--- src/rtl/ifu_fetch_ctrl_pkg.sv ---
`default_nettype none
// +----------------------------------------------------------------------------+
// | ifu_defs : shared FSM encodings, fault codes and constants for the IFU      |
// | Rev 1.0                                                                     |
// +----------------------------------------------------------------------------+
package ifu_defs;

  typedef enum logic [1:0] {
    ST_IDLE = 2'd0,
    ST_ADDR = 2'd1,
    ST_DATA = 2'd2,
    ST_HOLD = 2'd3
  } state_t;

  localparam logic [1:0]  FAULT_NONE     = 2'b00;
  localparam logic [1:0]  FAULT_MISALIGN = 2'b01;
  localparam logic [1:0]  FAULT_BUS      = 2'b10;
  localparam logic [1:0]  RESP_OKAY      = 2'b00;
  localparam logic [31:0] NOP_INST       = 32'h0000_0013;

endpackage
`default_nettype wire

--- src/rtl/ifu_fetch_ctrl_if.sv ---
`default_nettype none
// +----------------------------------------------------------------------------+
// | ifu_fetch_ctrl_if : WBU PC handshake, AXI4-Lite read and IDU output bundle  |
// | Rev 1.0                                                                     |
// +----------------------------------------------------------------------------+
interface ifu_fetch_ctrl_if #(
  parameter int ADDR_W = 32,
  parameter int DATA_W = 32
);
  logic              wbu_valid;
  logic [ADDR_W-1:0] pc_in;
  logic              ifu_ready;
  logic              arvalid;
  logic [ADDR_W-1:0] araddr;
  logic              arready;
  logic              rvalid;
  logic [DATA_W-1:0] rdata;
  logic [1:0]        rresp;
  logic              rready;
  logic              ifu_valid;
  logic [DATA_W-1:0] inst;
  logic [ADDR_W-1:0] inst_pc;
  logic [1:0]        fault;
  logic              idu_ready;

  // master is the fetch controller, slave is its surroundings (WBU, bus, IDU)
  modport master (
    input  wbu_valid, pc_in, arready, rvalid, rdata, rresp, idu_ready,
    output ifu_ready, arvalid, araddr, rready, ifu_valid, inst, inst_pc, fault
  );

  modport slave (
    output wbu_valid, pc_in, arready, rvalid, rdata, rresp, idu_ready,
    input  ifu_ready, arvalid, araddr, rready, ifu_valid, inst, inst_pc, fault
  );
endinterface
`default_nettype wire

--- src/rtl/ifu_fetch_ctrl_perf_cnt.sv ---
`default_nettype none
// +----------------------------------------------------------------------------+
// | ifu_perf_cnt : delivered-instruction and bus-wait counters (IFU_PERF_EN)    |
// | Rev 1.0                                                                     |
// +----------------------------------------------------------------------------+
module ifu_perf_cnt (
  input  wire         clk,
  input  wire         rst,
  input  wire         fetch_inc,
  input  wire         stall_inc,
  output logic [31:0] fetch_cnt,
  output logic [31:0] stall_cnt
);

  // Both counters wrap naturally at 32 bits.
  always_ff @(posedge clk) begin
    if (rst) begin
      fetch_cnt <= 32'd0;
      stall_cnt <= 32'd0;
    end else begin
      if (fetch_inc) fetch_cnt <= fetch_cnt + 32'd1;
      if (stall_inc) stall_cnt <= stall_cnt + 32'd1;
    end
  end

endmodule
`default_nettype wire

--- src/rtl/ifu_fetch_ctrl.sv ---
`default_nettype none
// +----------------------------------------------------------------------------+
// | ifu_fetch_ctrl : single-outstanding instruction fetch over AXI4-Lite read;  |
// | optional perf counters under macro IFU_PERF_EN.            Rev 1.0          |
// +----------------------------------------------------------------------------+
module ifu_fetch_ctrl
  import ifu_defs::*;
#(
  parameter int                ADDR_W   = 32,
  parameter int                DATA_W   = 32,
  parameter logic [DATA_W-1:0] NOP_INST = ifu_defs::NOP_INST
) (
  input  wire                clk,
  input  wire                rst,
  ifu_fetch_ctrl_if.master   bus,
  output logic [31:0]        perf_fetch_cnt,
  output logic [31:0]        perf_stall_cnt
);

  state_t            state, state_nxt;
  logic              idle_st, addr_st, data_st, hold_st;
  logic              up_hs, misaligned;
  logic [DATA_W-1:0] inst_q;
  logic [ADDR_W-1:0] pc_q;
  logic [1:0]        fault_q;

  assign misaligned = |bus.pc_in[1:0];

  always_ff @(posedge clk) begin
    if (rst) state <= ST_IDLE;
    else     state <= state_nxt;
  end

  always_comb begin
    state_nxt = state;
    idle_st   = 1'b0;
    addr_st   = 1'b0;
    data_st   = 1'b0;
    hold_st   = 1'b0;
    case (state)
      ST_IDLE: begin
        idle_st = 1'b1;
        if (bus.wbu_valid) state_nxt = misaligned ? ST_HOLD : ST_ADDR;
      end
      ST_ADDR: begin
        addr_st = 1'b1;
        if (bus.arready) state_nxt = ST_DATA;
      end
      ST_DATA: begin
        data_st = 1'b1;
        if (bus.rvalid) state_nxt = ST_HOLD;
      end
      ST_HOLD: begin
        hold_st = 1'b1;
        if (bus.idu_ready) state_nxt = ST_IDLE;
      end
      default: state_nxt = ST_IDLE;
    endcase
  end

  // Handshake outputs are masked by rst so an abort is visible in the reset cycle itself.
  assign bus.ifu_ready = idle_st & ~rst;
  assign bus.arvalid   = addr_st & ~rst;
  assign bus.rready    = data_st & ~rst;
  assign bus.ifu_valid = hold_st & ~rst;
  assign up_hs         = bus.ifu_ready & bus.wbu_valid;

  always_ff @(posedge clk) begin
    if (rst) begin
      inst_q  <= NOP_INST;
      pc_q    <= '0;
      fault_q <= FAULT_NONE;
    end else begin
      if (up_hs) begin
        pc_q <= bus.pc_in;
        if (misaligned) begin
          inst_q  <= NOP_INST;
          fault_q <= FAULT_MISALIGN;
        end
      end
      if (data_st && bus.rvalid) begin
        if (bus.rresp == RESP_OKAY) begin
          inst_q  <= bus.rdata;
          fault_q <= FAULT_NONE;
        end else begin
          inst_q  <= NOP_INST;
          fault_q <= FAULT_BUS;
        end
      end
    end
  end

  assign bus.araddr  = pc_q;
  assign bus.inst_pc = pc_q;
  assign bus.inst    = inst_q;
  assign bus.fault   = fault_q;

`ifdef IFU_PERF_EN
  ifu_perf_cnt u_perf (
    .clk       (clk),
    .rst       (rst),
    .fetch_inc (bus.ifu_valid & bus.idu_ready),
    .stall_inc (addr_st | data_st),
    .fetch_cnt (perf_fetch_cnt),
    .stall_cnt (perf_stall_cnt)
  );
`else
  assign perf_fetch_cnt = 32'd0;
  assign perf_stall_cnt = 32'd0;
`endif

endmodule
`default_nettype wire
--- src/flat_wrapper.sv ---
// flat-port wrapper written by rule: the top's interface ports become plain ports
module ifu_fetch_ctrl_flat import ifu_defs::*;
#(
  parameter int                ADDR_W   = 32,
  parameter int                DATA_W   = 32,
  parameter logic [DATA_W-1:0] NOP_INST = ifu_defs::NOP_INST
)
  (clk, rst, perf_fetch_cnt, perf_stall_cnt, bus_wbu_valid, bus_pc_in, bus_arready, bus_rvalid, bus_rdata, bus_rresp, bus_idu_ready, bus_ifu_ready, bus_arvalid, bus_araddr, bus_rready, bus_ifu_valid, bus_inst, bus_inst_pc, bus_fault);
  ifu_fetch_ctrl_if #(.ADDR_W(ADDR_W), .DATA_W(DATA_W)) bus_i ();
  input  wire clk;
  input  wire rst;
  output logic [31:0] perf_fetch_cnt;
  output logic [31:0] perf_stall_cnt;
  input wire logic [$bits(bus_i.wbu_valid)-1:0] bus_wbu_valid;
  input wire logic [$bits(bus_i.pc_in)-1:0] bus_pc_in;
  input wire logic [$bits(bus_i.arready)-1:0] bus_arready;
  input wire logic [$bits(bus_i.rvalid)-1:0] bus_rvalid;
  input wire logic [$bits(bus_i.rdata)-1:0] bus_rdata;
  input wire logic [$bits(bus_i.rresp)-1:0] bus_rresp;
  input wire logic [$bits(bus_i.idu_ready)-1:0] bus_idu_ready;
  output wire logic [$bits(bus_i.ifu_ready)-1:0] bus_ifu_ready;
  output wire logic [$bits(bus_i.arvalid)-1:0] bus_arvalid;
  output wire logic [$bits(bus_i.araddr)-1:0] bus_araddr;
  output wire logic [$bits(bus_i.rready)-1:0] bus_rready;
  output wire logic [$bits(bus_i.ifu_valid)-1:0] bus_ifu_valid;
  output wire logic [$bits(bus_i.inst)-1:0] bus_inst;
  output wire logic [$bits(bus_i.inst_pc)-1:0] bus_inst_pc;
  output wire logic [$bits(bus_i.fault)-1:0] bus_fault;
  assign bus_i.wbu_valid = bus_wbu_valid;
  assign bus_i.pc_in = bus_pc_in;
  assign bus_i.arready = bus_arready;
  assign bus_i.rvalid = bus_rvalid;
  assign bus_i.rdata = bus_rdata;
  assign bus_i.rresp = bus_rresp;
  assign bus_i.idu_ready = bus_idu_ready;
  assign bus_ifu_ready = bus_i.ifu_ready;
  assign bus_arvalid = bus_i.arvalid;
  assign bus_araddr = bus_i.araddr;
  assign bus_rready = bus_i.rready;
  assign bus_ifu_valid = bus_i.ifu_valid;
  assign bus_inst = bus_i.inst;
  assign bus_inst_pc = bus_i.inst_pc;
  assign bus_fault = bus_i.fault;
  ifu_fetch_ctrl #(.ADDR_W(ADDR_W), .DATA_W(DATA_W), .NOP_INST(NOP_INST)) u_core (.clk(clk), .rst(rst), .bus(bus_i), .perf_fetch_cnt(perf_fetch_cnt), .perf_stall_cnt(perf_stall_cnt));
endmodule
--- config.mk ---
export PLATFORM = sky130hd
export DESIGN_NAME = ifu_fetch_ctrl_flat
export DESIGN_NICKNAME = d
export VERILOG_FILES = /design/src/rtl/ifu_fetch_ctrl_pkg.sv /design/src/rtl/ifu_fetch_ctrl_if.sv /design/src/rtl/ifu_fetch_ctrl_perf_cnt.sv /design/src/rtl/ifu_fetch_ctrl.sv /design/src/flat_wrapper.sv
export SDC_FILE = /design/constraint.sdc
export NUM_CORES = 1
export LEC_CHECK = 0
export ABC_CLOCK_PERIOD_IN_PS = 2400
export BUFFER_PORTS_ARGS = -buffer_cell sky130_fd_sc_hd__buf_2
export CAP_MARGIN = 10
export CORE_ASPECT_RATIO = 0.5
export CORE_UTILIZATION = 44
export DETAILED_ROUTE_END_ITERATION = 7
export HOLD_SLACK_MARGIN = 0.03
export PLACE_DENSITY = 0.86
export SYNTH_ARGS = -nofsm -noshare
export SYNTH_HDL_FRONTEND = slang
export SYNTH_SLANG_ARGS = --single-unit
--- constraint.sdc ---
create_clock -name clk -period 2.4 [get_ports clk]
set_input_delay 0.72 -clock clk [delete_from_list [all_inputs] [get_ports clk]]
set_output_delay 0.72 -clock clk [all_outputs]
set_load 0.02 [all_outputs]
# == Word-level counts from Yosys, hierarchy flattened ==
# Cells that the tools add are included.
# op_classes
eq_ne,7
n_mux,18
bitwise,6
reduce_logical,8
# op_table
op,n
32-bit two-way mux,4
2-bit two-way mux,9
"2-bit inequality test, second input constant",4
2-bit one-hot mux with 4 select lines,1
1-bit bitwise AND,5
"2-bit equality test, second input constant",2
2-bit zero test,2
1-bit two-way mux,4
4-bit AND reduction,1
2-bit nonzero test,2
"2-bit by 1-bit equality test with 1-bit output, second input constant",1
2-bit AND reduction,1
2-bit OR reduction,1
1-bit logical AND,1
1-bit inverter,1
# word_totals
register_bits,68
input_bits,72
out_inout_bits,166
wordCells,43

# == Logic depth before layout (Yosys ltp) ==
# Gate-level depths: netlist of the first run.
# depth
depth_word,6
ltp_mapped,7
depth_no_buf,5

# == Worst setup path after synthesis of the first run ==
# No wires, ideal clock.
# synth_timing
path_type,input to output
from,input port rst
to,output port bus_arvalid
arrival_time_ns,1.191
path_slack_ns,0.489
stages,2
n_path_buf,1
cell_sequence,clkbuf_1 nor2b_1
# synth_between
elab_chain_cells,2
# synth_lines
element,line_no,rtl
from (decl),flat_wrapper.sv:11,input wire rst;
1-bit inverter,ifu_fetch_ctrl.sv:63,assign bus.arvalid = addr_st & ~rst;
1-bit bitwise AND,ifu_fetch_ctrl.sv:63,
to (decl),flat_wrapper.sv:22,output wire logic [$bits(bus_i.arvalid)-1:0] bus_arvalid;
# Every way passes these cells.

# == Final worst setup path of the first run ==
# layout_timing
from,register u_core.state[0]
to,output port bus_rready
# layout_between
elab_chain_cells,3
# layout_lines
element,line_no,rtl
from (decl),ifu_fetch_ctrl.sv:20,"state_t state, state_nxt;"
from (signal assigned),ifu_fetch_ctrl.sv:31,else state <= state_nxt;
2-bit equality test,ifu_fetch_ctrl.sv:40,case (state)
1-bit two-way mux,ifu_fetch_ctrl.sv:40,
1-bit bitwise AND,ifu_fetch_ctrl.sv:64,assign bus.rready = data_st & ~rst;
to (decl),flat_wrapper.sv:24,output wire logic [$bits(bus_i.rready)-1:0] bus_rready;
# Every way passes these cells.

==> impl_metrics.py, run 1 <==
metrics = {
    "status": {
        "outcome": "finished, final reports clean",
    },
    "drt": {
        "wl_mm": 6.20,
        "first_iter_violations": 67,
        "avgRoutedWirePerCell_um": 10.7,
        "vias": 2494,
        "final_antenna_net_count": 0,
        "viasPerCell": 4.29,
        "dr.pass1.iters": 4,
        "drc": 0,
    },
    "power": {
        "p_leak_nw": 2.25,
        "power_frac_comb_pct": 27.1,
        "power.total_mw": 3.96,
        "ir_drop_uv": 438,
        "p_sw_mw": 1.26,
        "power_density_nw_per_um2": 978,
        "seq_power_share_pct": 34.8,
        "internal_power_mw": 2.70,
        "switching_share_pct": 31.8,
        "clkPwrFrac_pct": 38.1,
    },
    "finish": {
        "syn2layout_area_growth_pct": 24.4,
        "nFillCells": 598,
        "layout_common_cells": "buf_2, dfxtp_1, conb_1",
        "register_area_um2": 1360,
        "drive_gt1_share_pct": 40.0,
        "fin_area_um2": 4050,
        "final_common_cell": "buf_2",
        "multiInputGateArea_um2": 1180,
        "fin_nets": 562,
        "antennaDiodeCount": 0,
    },
    "sta": {
        "layout_setup_ws_ns": 0.307,
        "setup_viol": 0,
        "tns_ns": 0,
        "fin_crit_ns": 2.09,
        "clock_skew_ns": 0.00291,
        "rsz0062_at_grt": "false",
        "finalHoldViolations": 0,
        "finalMaxSlewViolations": 0,
        "fmax_mhz": 478,
        "min_period_over_period_pct": 87.2,
    },
    "placed_design": {
        "dp_worst_setup_slack_ns": 0.369,
        "hpwl_mm": 4.69,
        "gp_congestion": 0.779,
        "io_buffers": 173,
        "postPlaceCellArea_um2": 3700,
    },
    "setup_path": {
        "crit_type": "reg2out",
        "arrival_ns": 1.37,
        "worstSetupEndpointType": "output pin",
        "crit_fanout": 5,
        "required_ns": 1.68,
        "start_kind": "register",
    },
    "synthesis": {
        "ys_seq_area_share_pct": 41.8,
        "synth-compound-area-share_pct": 15.6,
        "yosysTopAreaCellShare_pct": 41.8,
        "synth-edff-count": 0,
        "synth.distinct_cells": 26,
        "synth.avg_cell_area_um2": 9.44,
        "synth_top_family_by_area": "buffers and inverters",
        "synthSimpleGateAreaFrac_pct": 10.8,
        "synthFlopType": "dfxtp_1",
        "yosysWarnings": 0,
        "synth_xor_area_share_pct": 0,
        "synthMuxAreaShare_pct": 0.307,
        "syn_area_um2": 3260,
        "yosys_register_bits": 68,
        "async_reset_ff_share_pct": 0,
        "synthAdderAreaFrac_pct": 1.92,
        "syn_inst": 345,
        "yosys-top-cells-area": "dfxtp_1, buf_4, a22o_1",
        "yosys.area.top_type": "dfxtp_1",
    },
    "hold_path": {
        "holdCritPathClass": "reg2reg",
    },
    "cts": {
        "clockBufferDepth": 2,
        "insertion_delay_ns": 0.31,
        "cts_sinks": 68,
        "clockRootBuffer": "clkbuf_16",
        "post-cts-setup-buffers": 0,
        "htreeDepth": 3,
        "numCtsBuffers": 9,
        "ctsResizeCount": 0,
        "clk_pin_slew_worst_paths_ns": 0.05,
        "cts_tree": "done",
        "hold_buffers": 0,
    },
    "floorplanning": {
        "rows": 21,
        "die_h_um": 62.8,
        "initial_utilization_pct": 47.1,
        "core-area_um2": 6910,
        "pin_count": 238,
        "die_x_um": 124,
        "die_area_um2": 7770,
    },
    "global_route": {
        "grt_max_degree": 35,
        "track_usage_pct": 15.9,
        "grt_pass1_wl_mm": 9.64,
        "antenna_found_initial": 0,
        "gr-total-overflow": 0,
        "grt_pass1_vias": 2144,
    },
    "flow_run": {
        "maxCapViolations": 0,
    },
}
## state kept, by name (all words and copies together), names as in the netlist
signal and flops:
u_core.bus.araddr 32, u_core.bus.inst 32, u_core.bus.fault 2, u_core.state 2
## worst max-delay path: stages (launching register included)
cell and delay (ns):
dfxtp_1 0.32, inv_1 0.12, ha_1 0.25, nor2b_1 0.18
buf_2 0.18
## routing by layer
layer | track usage, % | vias up | routed length, µm
li1 | - | 1263 | -
met1 | 16.4 | 1129 | 2480
met2 | 29.6 | 100 | 3300
met3 | 5.75 | 2 | 387
met4 | 5.42 | 0 | 36
met5 | 0 | - | 0
## metrics by stage
stage	utilization, %	std cells	hold WS, ns
6_report	58.6	582	0.460
5_1_grt	58.6	582	0.478
4_1_cts	58.6	582	0.463
3_5_place_dp	53.5	566	0.446
3_3_place_gp	53.5	566	0.445
2_1_floorplan	-	408	0.485
## logic make-up (layout without fill, tap and decap cells)
kind of cell	Yosys count	in the layout
multiplexers	1	1
adder cells (fa/ha/maj)	5	5
buffers and inverters	148	230
flip-flops	68	68
other	1	64
AND/OR/NAND/NOR	49	49
AO/OA/AOI/OAI	73	73
## cell type report
class | instances | share of cell area (%)
clock buffer | 12 | 6.33
timing repair buffer | 179 | 22.5
clock inverter | 4 | 2.35
multi-input combinational | 192 | 29.1
inverter | 35 | 3.24
tap | 92 | 2.84
sequential | 68 | 33.6
## Yosys cell counts, types with 2 or more instances
cell	instances
a22o_1	29
buf_2	4
buf_4	98
buf_6	4
clkbuf_1	7
dfxtp_1	68
ha_1	5
inv_1	35
nand2b_1	4
nand3b_1	33
nor2_1	5
nor2b_1	4
o21a_1	2
o21ai_0	33
o22a_1	3
## worst paths after layout
check / slack, ns / end / depth (start not counted) / startpoint
worst max-delay path: 0.31 / bus_rready / 4 / u_core.state[0]$_SDFFE_PP0P_
worst max register to register: 0.73 / u_core.bus.inst[11]$_SDFFE_PP0P_ / 6 / u_core.state[0]$_SDFFE_PP0P_
worst min register to register: 0.46 / u_core.bus.fault[1]$_SDFFE_PP0P_ / 1 / u_core.bus.fault[1]$_SDFFE_PP0P_
worst min-delay path: 0.46 / u_core.bus.fault[1]$_SDFFE_PP0P_ / 1 / u_core.bus.fault[1]$_SDFFE_PP0P_
## power by group through the flow
stage | logic (mW) | registers, mW | clock network, mW
after global routing | 1.17 | 1.40 | 1.62
after floorplan | 0.795 | 1.55 | 0
final | 1.07 | 1.38 | 1.51
after detailed placement | 1.08 | 1.40 | 0
after global placement | 1.07 | 1.40 | 0
after CTS | 1.08 | 1.38 | 1.55
Note: power is estimated with default switching activity, not from simulation.
==> inputs of run 2 (changes only) <==
--- a/config.mk
+++ b/config.mk
@@ -9,10 +9,11 @@
 export BUFFER_PORTS_ARGS = -buffer_cell sky130_fd_sc_hd__buf_2
 export CAP_MARGIN = 10
 export CORE_ASPECT_RATIO = 0.5
+export CORE_MARGIN = 3
 export CORE_UTILIZATION = 44
 export DETAILED_ROUTE_END_ITERATION = 7
 export HOLD_SLACK_MARGIN = 0.03
-export PLACE_DENSITY = 0.86
+export PLACE_DENSITY_LB_ADDON = 0.12
 export SYNTH_ARGS = -nofsm -noshare
 export SYNTH_HDL_FRONTEND = slang
 export SYNTH_SLANG_ARGS = --single-unit
==> run 2 against run 1 <==
  * Setup slack got worse by 0.020 ns
  * Critical path depth unchanged
  * Wire length grew 11%
  * Sequential cell count unchanged
==> impl_metrics.py, run 2 (same netlist as run 1, synthesis figures left out) <==
metrics = {
    "status": {
        "outcome": "finished, final reports clean",
    },
    "power": {
        "p_leak_nw": 2.21,
        "power_density_nw_per_um2": 934,
        "power.total_mw": 3.72,
        "ir_drop_uv": 469,
    },
    "sta": {
        "min_period_over_period_pct": 88.0,
        "setup_viol": 0,
        "layout_setup_ws_ns": 0.288,
        "clock_skew_ns": 0.00368,
        "rsz0062_at_grt": "false",
        "finalHoldViolations": 0,
        "fin_crit_ns": 2.11,
        "tns_ns": 0,
        "fmax_mhz": 473,
        "finalMaxSlewViolations": 0,
    },
    "placed_design": {
        "gp_congestion": 0.731,
        "dp_worst_setup_slack_ns": 0.315,
        "hpwl_mm": 5.24,
        "postPlaceCellArea_um2": 3690,
        "dp.cells": 564,
        "io_buffers": 173,
    },
    "floorplanning": {
        "rows": 21,
        "die_x_um": 128,
        "die_h_um": 66.8,
        "initial_utilization_pct": 47.1,
        "core-area_um2": 6910,
        "die_area_um2": 8530,
        "pin_count": 238,
    },
    "setup_path": {
        "crit_fanout": 5,
        "start_kind": "register",
        "required_ns": 1.68,
        "worstSetupEndpointType": "output pin",
        "crit_type": "reg2out",
        "arrival_ns": 1.39,
    },
    "drt": {
        "drc": 0,
        "vias": 2497,
        "final_antenna_net_count": 0,
        "wl_met1_mm": 2.80,
        "dr.pass1.iters": 4,
        "wl_mm": 6.87,
        "first_iter_violations": 79,
        "wl_met3_um": 600,
        "met2_length_mm": 3.42,
        "viasPerCell": 4.31,
        "avgRoutedWirePerCell_um": 11.9,
        "dr.max_layer_used": "met4",
    },
    "finish": {
        "antennaDiodeCount": 0,
        "layout_common_cells": "buf_2, dfxtp_1, conb_1",
        "nFillCells": 654,
        "instances_no_fill": 579,
        "syn2layout_area_growth_pct": 22.3,
        "drive_gt1_share_pct": 39.2,
        "final_common_cell": "buf_2",
        "fin_nets": 560,
        "fin_area_um2": 3980,
    },
    "cts": {
        "clockRootBuffer": "clkbuf_16",
        "hold_buffers": 0,
        "insertion_delay_ns": 0.32,
        "clk_pin_slew_worst_paths_ns": 0.05,
        "numCtsBuffers": 9,
        "cts_sinks": 68,
        "htreeDepth": 3,
        "cts_tree": "done",
        "clockBufferDepth": 2,
        "post-cts-setup-buffers": 0,
        "ctsResizeCount": 0,
    },
    "hold_path": {
        "holdCritPathClass": "reg2reg",
    },
    "global_route": {
        "grt_pass1_vias": 2234,
        "gr-total-overflow": 0,
        "antenna_found_initial": 0,
        "grt_max_degree": 45,
        "track_usage_pct": 15.3,
        "grt_pass1_wl_mm": 10.3,
    },
    "flow_run": {
        "maxCapViolations": 0,
    },
}
[run 2: cell types whose count changed in the layout (fill, tap and decap cells not counted), sizes merged]
| cell | delta |
|---|---|
| buf | -2 |
| clkbuf | +1 |
| bufinv | -2 |
[run 2: stage by stage]
step                hold WS (ns)  utilization (%)
detailed placement         0.452             53.5
floorplan                  0.485                -
global route               0.483             57.6
CTS                        0.465             57.6
finish                     0.458             57.6
global placement           0.446             53.5
[run 2: layout make-up]
cell class	count	area [µm²]	share of cell area [%]
clock buffers	13	250	6.29
repair buffers	177	908	22.8
flip-flops and latches	68	1360	34.2
well taps	92	115	2.89
clock inverters	2	35.0	0.880
multi-input cells	192	1180	29.6
inverters	35	131	3.30
[run 2: per-layer routing]
metal  GRT usage, %  vias to the layer above
li1               -                     1261
met1           17.6                     1117
met4           5.95                        0
met3           5.52                        7
met2           26.4                      112
met5              0                        -
[run 2: worst paths after layout]
check | startpoint | end | slack (ns) | cells past startpoint
worst min-delay path | u_core.bus.fault[0]$_SDFFE_PP0P_ | u_core.bus.fault[0]$_SDFFE_PP0P_ | 0.46 | 1
worst min register to register | u_core.bus.fault[0]$_SDFFE_PP0P_ | u_core.bus.fault[0]$_SDFFE_PP0P_ | 0.46 | 1
worst max register to register | u_core.state[0]$_SDFFE_PP0P_ | u_core.bus.inst[13]$_SDFFE_PP0P_ | 0.67 | 6
worst max-delay path | u_core.state[0]$_SDFFE_PP0P_ | bus_rready | 0.29 | 4
[run 2: power breakdown]
part           leakage [nW]  total (mW)  switching, mW  internal [mW]
sequential            0.554        1.38         0.0981           1.28
combinational          1.52        1.08          0.727          0.356
clock                 0.140        1.26          0.432          0.825
total                  2.21        3.72           1.26           2.46
[run 2: critical path, cell delays in order, from the launching register on]
cell,delay (ns)
dfxtp_1,0.32
inv_1,0.12
ha_1,0.25
nor2b_1,0.19
buf_2,0.19
==> inputs of run 3 (changes only) <==
--- a/config.mk
+++ b/config.mk
@@ -8,9 +8,11 @@
 export ABC_CLOCK_PERIOD_IN_PS = 2400
 export BUFFER_PORTS_ARGS = -buffer_cell sky130_fd_sc_hd__buf_2
 export CAP_MARGIN = 10
+export CELL_PAD_IN_SITES_DETAIL_PLACEMENT = 0
+export CELL_PAD_IN_SITES_GLOBAL_PLACEMENT = 1
 export CORE_ASPECT_RATIO = 0.5
 export CORE_MARGIN = 3
-export CORE_UTILIZATION = 44
+export CORE_UTILIZATION = 30
 export DETAILED_ROUTE_END_ITERATION = 7
 export HOLD_SLACK_MARGIN = 0.03
 export PLACE_DENSITY_LB_ADDON = 0.12
==> run 3 against run 2 <==
  * Largest cell class unchanged
  * Non-clock buffer count rose by 2
  * Sequential share of layout area fell by 0.86 points
  * Critical path type unchanged
  * Clock skew rose by 0.0033 ns
==> impl_metrics.py, run 3 (same netlist as run 1, synthesis figures left out) <==
metrics = {
    "power": {
        "power.total_mw": 3.89,
        "ir_drop_uv": 272,
        "power_density_nw_per_um2": 954,
        "p_leak_nw": 2.24,
    },
    "sta": {
        "layout_setup_ws_ns": 0.292,
        "fmax_mhz": 474,
        "min_period_over_period_pct": 87.8,
        "rsz0062_at_grt": "false",
        "finalHoldViolations": 0,
        "fin_crit_ns": 2.11,
        "clock_skew_ns": 0.00697,
        "hold_slack_ns": 0.455,
        "tns_ns": 0,
        "finalMaxSlewViolations": 0,
        "setup_viol": 0,
    },
    "drt": {
        "wl_mm": 7.40,
        "avgRoutedWirePerCell_um": 11.8,
        "first_iter_violations": 87,
        "viasPerCell": 3.96,
        "vias": 2489,
        "drc": 0,
        "dr.pass1.iters": 4,
        "final_antenna_net_count": 0,
    },
    "global_route": {
        "gr-total-overflow": 0,
        "grt_max_degree": 36,
        "track_usage_pct": 11.5,
        "grt_pass1_vias": 2242,
        "antenna_found_initial": 0,
        "grt_pass1_wl_mm": 11.0,
    },
    "finish": {
        "final_common_cell": "buf_2",
        "fin_area_um2": 4080,
        "nFillCells": 1078,
        "syn2layout_area_growth_pct": 25.4,
        "utilization_pct": 39.3,
        "drive_gt1_share_pct": 40.1,
        "antennaDiodeCount": 0,
        "fin_nets": 562,
        "instances_no_fill": 629,
        "layout_common_cells": "buf_2, dfxtp_1, conb_1",
    },
    "setup_path": {
        "rrSetupSlack_ns": 0.67,
        "worst-path-buf-inv": 2,
        "cp_top_family": "flip-flops",
        "required_ns": 1.68,
        "crit_fanout": 5,
        "arrival_ns": 1.39,
        "cpMaxStageDelayCell": "dfxtp_1",
        "slowest_delay_ns": 0.32,
        "crit_type": "reg2out",
        "start_kind": "register",
        "worstSetupEndpointType": "output pin",
        "cp_cell_sequence": "inv_1 > ha_1 > nor2b_1 > buf_2",
    },
    "cts": {
        "post-cts-setup-buffers": 0,
        "clockRootBuffer": "clkbuf_16",
        "hold_buffers": 0,
        "cts_sinks": 68,
        "htreeDepth": 3,
        "cts_tree": "done",
        "ctsResizeCount": 0,
        "clk_pin_slew_worst_paths_ns": 0.05,
        "clockBufferDepth": 2,
        "numCtsBuffers": 9,
        "insertion_delay_ns": 0.33,
    },
    "flow_run": {
        "maxCapViolations": 0,
    },
    "hold_path": {
        "holdCritPathClass": "reg2reg",
    },
    "floorplanning": {
        "die_area_um2": 12200,
        "rows": 26,
        "die_x_um": 153,
        "initial_utilization_pct": 31.4,
        "die_h_um": 79.7,
        "core-area_um2": 10400,
        "pin_count": 238,
    },
    "placed_design": {
        "io_buffers": 173,
        "dp.cells": 614,
        "dp_worst_setup_slack_ns": 0.307,
        "gp_congestion": 0.712,
        "postPlaceCellArea_um2": 3760,
        "hpwl_mm": 5.51,
    },
    "status": {
        "outcome": "finished, final reports clean",
    },
}
==> run 3: path summary, 6_finish.rpt <==
check / startpoint / end / cells past startpoint
setup / recovery: u_core.state[0]$_SDFFE_PP0P_ / bus_rready / 4
hold / removal: u_core.bus.fault[1]$_SDFFE_PP0P_ / u_core.bus.fault[1]$_SDFFE_PP0P_ / 1
hold reg to reg: u_core.bus.fault[1]$_SDFFE_PP0P_ / u_core.bus.fault[1]$_SDFFE_PP0P_ / 1
setup reg to reg: u_core.state[0]$_SDFFE_PP0P_ / u_core.bus.inst[5]$_SDFFE_PP0P_ / 6
==> run 3: worst register-to-register path: stages, from the launching register on <==
cell and delay, ns:
dfxtp_1 0.35, inv_1 0.10, ha_1 0.26, a21oi_1 0.26, o21a_1 0.17, buf_4 0.32, a22o_1 0.21
==> run 3: final cells by class <==
class                      instances  area (µm²)  share of cell area (%)
clock buffer                      11         253                    6.19
clock inverter                     4        72.6                    1.78
inverter                          35         131                    3.22
multi-input combinational        192        1180                    28.9
sequential                        68        1360                    33.3
tap                              140         175                    4.29
timing repair buffer             179         911                    22.3
==> run 3: metal layers <==
layer	part of all wire (%)	vias to the layer above	track usage [%]
met5	0	-	0
met4	1.5	0	4.00
met3	10	8	4.76
met2	48	132	19.0
met1	41	1089	13.5
li1	-	1260	-
==> run 3: where the power goes <==
| part | internal (mW) | leakage [nW] | switching, mW | total (mW) |
|---|---|---|---|---|
| Sequential | 1.28 | 0.554 | 0.100 | 1.38 |
| Clock | 0.958 | 0.158 | 0.478 | 1.44 |
| Combinational | 0.353 | 1.52 | 0.728 | 1.08 |
| Total | 2.59 | 2.24 | 1.31 | 3.89 |
